--- src/rtl/ex_hilo_muldiv.sv ---
// ex_hilo_muldiv: EX-stage HI/LO unit.
// Holds the architectural HI/LO registers. It handles single-cycle MULT/MULTU,
// MTHI/MTLO, and a 32-step restoring DIV/DIVU that holds the front end through
// stall_req until the result commits.
// Ports:
//   clk, resetn            clock, synchronous active-low reset
//   ex_A, ex_B             rs/rt operands (dividend/divisor, multiplicand/multiplier, MT data)
//   ex_mul, ex_div         multiply / divide request in EX
//   ex_signed              signed variant (MULT/DIV)
//   ex_whilo               [1] write HI, [0] write LO with ex_A
//   ex_rhilo               [1] read HI, else [0] read LO
//   flush                  kill the EX instruction, abort any divide
//   hilo_rdata             MFHI/MFLO read data
//   stall_req              freeze PC/IF/ID/ID-EX while the divider owns EX
//   hi, lo                 architectural HI/LO
module ex_hilo_muldiv #(
  parameter int DIV_ITERS = 32
) (
  input  logic        clk,
  input  logic        resetn,
  input  logic [31:0] ex_A,
  input  logic [31:0] ex_B,
  input  logic        ex_mul,
  input  logic        ex_div,
  input  logic        ex_signed,
  input  logic [1:0]  ex_whilo,
  input  logic [1:0]  ex_rhilo,
  input  logic        flush,
  output logic [31:0] hilo_rdata,
  output logic        stall_req,
  output logic [31:0] hi,
  output logic [31:0] lo
);

  typedef enum logic [1:0] {S_IDLE, S_BUSY, S_DONE} state_e;

  state_e      state_q, state_d;
  logic [4:0]  cnt_q, cnt_d;
  logic [32:0] rem_q, rem_d;     // partial remainder
  logic [31:0] quot_q, quot_d;   // dividend shifts out as quotient shifts in
  logic [31:0] dvs_q, dvs_d;     // divisor magnitude
  logic        a_neg_q, a_neg_d;
  logic        b_neg_q, b_neg_d;
  logic        dz_q, dz_d;
  logic [31:0] hi_q, hi_d, lo_q, lo_d;

  logic        a_neg, b_neg;
  logic [31:0] abs_a, abs_b;
  logic [63:0] mul_a, mul_b, prod;
  logic [33:0] trial;
  logic        borrow;
  logic [31:0] q_fix, r_fix;

  assign a_neg = ex_signed & ex_A[31];
  assign b_neg = ex_signed & ex_B[31];
  assign abs_a = a_neg ? -ex_A : ex_A;
  assign abs_b = b_neg ? -ex_B : ex_B;

  // Extending both operands to 64 bits and keeping the low 64 bits of the
  // product gives the correct signed or unsigned result.
  assign mul_a = ex_signed ? {{32{ex_A[31]}}, ex_A} : {32'd0, ex_A};
  assign mul_b = ex_signed ? {{32{ex_B[31]}}, ex_B} : {32'd0, ex_B};
  assign prod  = mul_a * mul_b;

  // One restoring step: {rem,quot} << 1, then trial-subtract the divisor.
  // The top bit of the trial result is the borrow.
  assign trial  = {rem_q, quot_q[31]} - {2'b00, dvs_q};
  assign borrow = trial[33];

  // The quotient is negative when the operand signs differ.
  // The remainder takes the sign of the dividend.
  // 0x80000000 / -1 wraps back to 0x80000000 naturally.
  assign q_fix = (a_neg_q ^ b_neg_q) ? -quot_q : quot_q;
  assign r_fix = a_neg_q ? -rem_q[31:0] : rem_q[31:0];

  always_comb begin
    state_d   = state_q;
    cnt_d     = cnt_q;
    rem_d     = rem_q;
    quot_d    = quot_q;
    dvs_d     = dvs_q;
    a_neg_d   = a_neg_q;
    b_neg_d   = b_neg_q;
    dz_d      = dz_q;
    hi_d      = hi_q;
    lo_d      = lo_q;
    stall_req = 1'b0;

    case (state_q)
      S_IDLE: begin
        if (ex_div) begin
          stall_req = 1'b1;
          state_d   = S_BUSY;
          rem_d     = '0;
          quot_d    = abs_a;
          dvs_d     = abs_b;
          a_neg_d   = a_neg;
          b_neg_d   = b_neg;
          dz_d      = (ex_B == 32'd0);
          cnt_d     = '0;
        end else if (ex_mul) begin
          {hi_d, lo_d} = prod;
        end else begin
          if (ex_whilo[1]) hi_d = ex_A;
          if (ex_whilo[0]) lo_d = ex_A;
        end
      end
      S_BUSY: begin
        stall_req = 1'b1;
        rem_d     = borrow ? {rem_q[31:0], quot_q[31]} : trial[32:0];
        quot_d    = {quot_q[30:0], ~borrow};
        cnt_d     = cnt_q + 5'd1;
        if (cnt_q == 5'(DIV_ITERS - 1)) state_d = S_DONE;
      end
      S_DONE: begin
        // A divide by zero still takes the full latency, but it leaves HI/LO untouched.
        if (!dz_q) begin
          hi_d = r_fix;
          lo_d = q_fix;
        end
        state_d = S_IDLE;
      end
      default: state_d = S_IDLE;
    endcase

    // Flush overrides everything: back to IDLE, no HI/LO write, and the pipeline is released.
    if (flush) begin
      state_d   = S_IDLE;
      hi_d      = hi_q;
      lo_d      = lo_q;
      stall_req = 1'b0;
    end
  end

  always_ff @(posedge clk) begin
    if (!resetn) begin
      state_q <= S_IDLE;
      cnt_q   <= '0;
      rem_q   <= '0;
      quot_q  <= '0;
      dvs_q   <= '0;
      a_neg_q <= 1'b0;
      b_neg_q <= 1'b0;
      dz_q    <= 1'b0;
      hi_q    <= '0;
      lo_q    <= '0;
    end else begin
      state_q <= state_d;
      cnt_q   <= cnt_d;
      rem_q   <= rem_d;
      quot_q  <= quot_d;
      dvs_q   <= dvs_d;
      a_neg_q <= a_neg_d;
      b_neg_q <= b_neg_d;
      dz_q    <= dz_d;
      hi_q    <= hi_d;
      lo_q    <= lo_d;
    end
  end

  assign hi = hi_q;
  assign lo = lo_q;
  assign hilo_rdata = ex_rhilo[1] ? hi_q : (ex_rhilo[0] ? lo_q : 32'd0);

endmodule

--- config.mk ---
export PLATFORM = sky130hd
export DESIGN_NAME = ex_hilo_muldiv
export DESIGN_NICKNAME = d
export VERILOG_FILES = /design/src/rtl/ex_hilo_muldiv.sv
export SDC_FILE = /design/constraint.sdc
export NUM_CORES = 2
export LEC_CHECK = 0
export CORE_MARGIN = 4
export CORE_UTILIZATION = 40
export CTS_CLUSTER_SIZE = 10
export DETAILED_ROUTE_END_ITERATION = 16
export PLACE_DENSITY = 0.56
export SLEW_MARGIN = 20
export SYNTH_ARGS = -nofsm -noshare
export SYNTH_HDL_FRONTEND = slang
export SYNTH_SLANG_ARGS = --single-unit
export TNS_END_PERCENT = 5
--- constraint.sdc ---
create_clock -name clk -period 15 [get_ports clk]
set_clock_uncertainty 0.05 [all_clocks]
set_input_delay 2.25 -clock clk [delete_from_list [all_inputs] [get_ports clk]]
set_output_delay 2.25 -clock clk [all_outputs]
set_load 0.05 [all_outputs]
==> summary.md <==
| Metric | Value |
|---|---|
| Bufs on Longest Clock Path | `2` |
| Largest stage delay on the critical path | `between 0.9 and 1 ns` |
| Crit path time final | `12.45 ns` |
| Worst Setup EP | `hi[26]` |
| # hold bufs at CTS | `0` |
| Worst r2r src | `quot_q[31]` |
| Slowest stage cell on the critical path | `fa_1` |
| Post-CTS sizing | `0` |
| GPL Wtd Cong | `about 0.95` |
| Fmax | `0.0803 GHz` |
| Main flop type after synthesis | `dfxtp_1` |
| Synth warn | `0` |
| EDFF count, synth | `0` |
| Clock tree from TritonCTS | `built` |
| Largest net degree at the start of global routing | `67` |
| DR iter-0 viols | `3391` |
| Max cap viols | `0` |
| Buf+Inv Stages, Crit Path | `6` |
| Routed vias | `45800` |
| Critical path depth in cells | `27` |
| RSZ-0062 raised after global routing | `false` |
| Endpoints failing setup | `0` |
| WL/cell | `approximately 22 um` |
| Period utilization | `83.0%` |
| Synth Net Count | `8639` |
| Hpwl dp | `~160000 um` |
| Multi-input gate area | `49500 sq um` |
| Input/output buffers | `170` |
| Worst-Margin Slew | `1.17 ns` |
| Sequential Area | `3420 sq um` |
| CP endpoint kind | `flop` |
| Total die area | `157000 sq um` |
| Rel. slew slack | `21.5%` |
| Final Slew Violations | `0` |
| CP dominant cell by count | `fa_1` |
| Outcome | `completed` |
| Worst EP required | `between 15 and 20 ns` |
| Die width | `396 um` |
| Root buffer cell | `clkbuf_16` |
| Reg2reg end | `rem_q[32]` |
| Worst min path class | `flop to flop` |
| Setup TNS | `0 ns` |
| Hold path depth | `2` |
| Iteration count of the initial detailed-routing pass | `6` |
| Clk sinks | `171` |
| Grt ovf | `0` |
| CP Class | `input pin to flop` |
| Top delay family on crit path | `adder cells` |
| Setup Buffers After CTS | `0` |
| Post-synth cell types | `83` |
| Clock latency at the later pin of the worst-skew pair | `0.46 ns` |
| Initial antenna violation count | `9` |
| Register area share after synthesis | `5.67%` |
| ANT nets after route | `0` |
| Fin. Hold Viols | `0` |
| DRT Wirelength | `196000 um` |
| Number of global-route vias before repair | `roughly 49000` |
| IO Pins | `171` |
| Asr flop ratio synth | `0%` |
| CTS Buf Count | `17` |
| Initial core utilization | `40.2%` |
| Post-Syn Instances | `~6800` |
| Critical path origin | `ex_signed` |
| All-Layer GR Usage | `25.4%` |
| Syn Std Cell Area | `60400 sq um` |
| Area grow syn2layout | `6.47%` |
| Routed vias/inst | `5.25` |
| #FFs+latches synth | `171` |
| Reg2reg path depth | `15` |
| NumNets Final | `8536` |
| First-pass GRT wire length | `around 310000 um` |
| Crit path max fanout | `34` |
| CP arrival | `12.74 ns` |
| Startpoint Class | `input pin` |
| Htree depth | `4` |
| Core Rows | `142` |
| Clock-pin slew on the worst setup and hold paths | `0.08 ns` |
| Setup slack, reg-to-reg | `10.99 ns` |
| Fraction of layout cells with a size suffix above 1 | `about 3.2%` |
| Die H | `396 um` |
| Hold Path Origin | `dvs_q[31]` |
| DR DRC count | `0` |
| Core ar. | `approximately 150000 sq um` |
| Fillers | `15000` |
| Mean Syn Cell Area | `8.88 sq um` |
==> sequential cells by signal (all words and copies together) (netlist names) <==
signal,count
lo,32
quot_q,32
dz_q,1
b_neg_q,1
hi,32
state_q,2
a_neg_q,1
dvs_q,32
cnt_q,5
rem_q,33
==> synthesized netlist by cell type, types with 79 or more instances <==
master | count | share of area (%)
nand2_1 | 786 | 4.9
o21ai_0 | 211 | 1.7
dfxtp_1 | 171 | 5.7
and2_1 | 608 | 6.3
xnor2_1 | 177 | 2.6
xor2_1 | 79 | 1.1
clkbuf_1 | 344 | 2.1
inv_1 | 1580 | 9.8
fa_1 | 1420 | 47
a21oi_1 | 172 | 1.4
nor2_1 | 146 | 0.91
ha_1 | 346 | 7.2
==> cell families (layout without fill, tap and decap cells) <==
kind of cell / after synthesis / in the layout / synth area share, %
adder cells (fa/ha/maj): 1769 / 1769 / 54.3
XOR/XNOR: 256 / 256 / 3.71
AND/OR/NAND/NOR: 1816 / 1816 / 14.9
other: 0 / 1 / 0
AO/OA/AOI/OAI: 777 / 777 / 8.38
multiplexers: 34 / 34 / 0.568
flip-flops: 171 / 171 / 5.67
buffers and inverters: 1976 / 1886 / 12.4
==> cell type report <==
type                    count  share of cell area [%]
inverters                1581                    9.23
clock buffers              18                   0.683
diodes                      1                 0.00389
multi-input cells        4652                    77.0
repair buffers            273                    3.58
clock inverters            14                   0.241
flip-flops and latches    171                    5.33
well taps                2016                    3.93
==> per-stage QoR <==
step / setup WS (ns) / hold slack [ns] / instance area [sq um] / instances / utilization, %
after floorplan: 3.85 / 0.389 / 60400 / 6799 / -
after global placement: 2.22 / 0.405 / 63700 / 8693 / 42.5
after detailed placement: 2.11 / 0.412 / 63700 / 8693 / 42.5
after CTS: 2.58 / 0.422 / 64300 / 8725 / 42.9
after global routing: 1.93 / 0.460 / 64300 / 8725 / 42.9
final: 2.55 / 0.427 / 64300 / 8726 / 42.9
==> cell usage in the layout (no fill, tap or decap), types with 11 or more instances in the layout <==
cell	count
inv_1	1580
fa_1	1420
nand2_1	783
and2_1	606
ha_1	346
o21ai_0	211
xnor2_1	177
a21oi_1	172
dfxtp_1	171
nor2_1	145
clkdlybuf4s50_1	134
buf_4	105
xor2_1	78
nand3_1	53
nor2b_1	48
a211oi_1	47
a21o_1	46
buf_2	34
nor3_1	33
mux2i_1	32
a22oi_1	32
o31ai_1	31
and3_1	30
o211a_1	29
or3_1	26
a31oi_1	21
o221ai_1	21
o21a_1	20
nand2b_1	19
a21boi_0	17
clkbuf_16	17
o21ai_1	15
o211ai_1	14
nand4_1	14
o21bai_1	11
==> worst register-to-register path, stage by stage (launching register included) <==
cell and delay, ns:
dfxtp_1 0.32, inv_1 0.17, ha_1 0.22, inv_1 0.06, fa_1 0.44, a211oi_1 0.36
o21ai_1 0.18, a41oi_1 0.52, o311a_1 0.29, nor3_1 0.10, o211ai_1 0.27, nor2_1 0.08
a211oi_1 0.38, nand2b_1 0.10, a21oi_1 0.21, mux2i_1 0.20
==> metal layers <==
layer | track usage [%] | wire (um) | vias up
li1 | - | - | 20100
met1 | 35.4 | 85600 | 24000
met2 | 42.0 | 91200 | 1420
met3 | 2.89 | 12000 | 298
met4 | 7.40 | 6810 | 2
met5 | 0 | 13 | -
==> worst min path at each step <==
stage	endpoint	slack, ns
floorplan	dz_q	0.39
global placement	dz_q	0.41
detailed placement	dz_q	0.41
CTS	dz_q	0.42
global route	dvs_q[31]	0.46
finish	dvs_q[31]	0.43
Power is left out: the tool's default activity adds up to more than one toggle a clock period on the data nets, which glitch-free logic cannot reach.
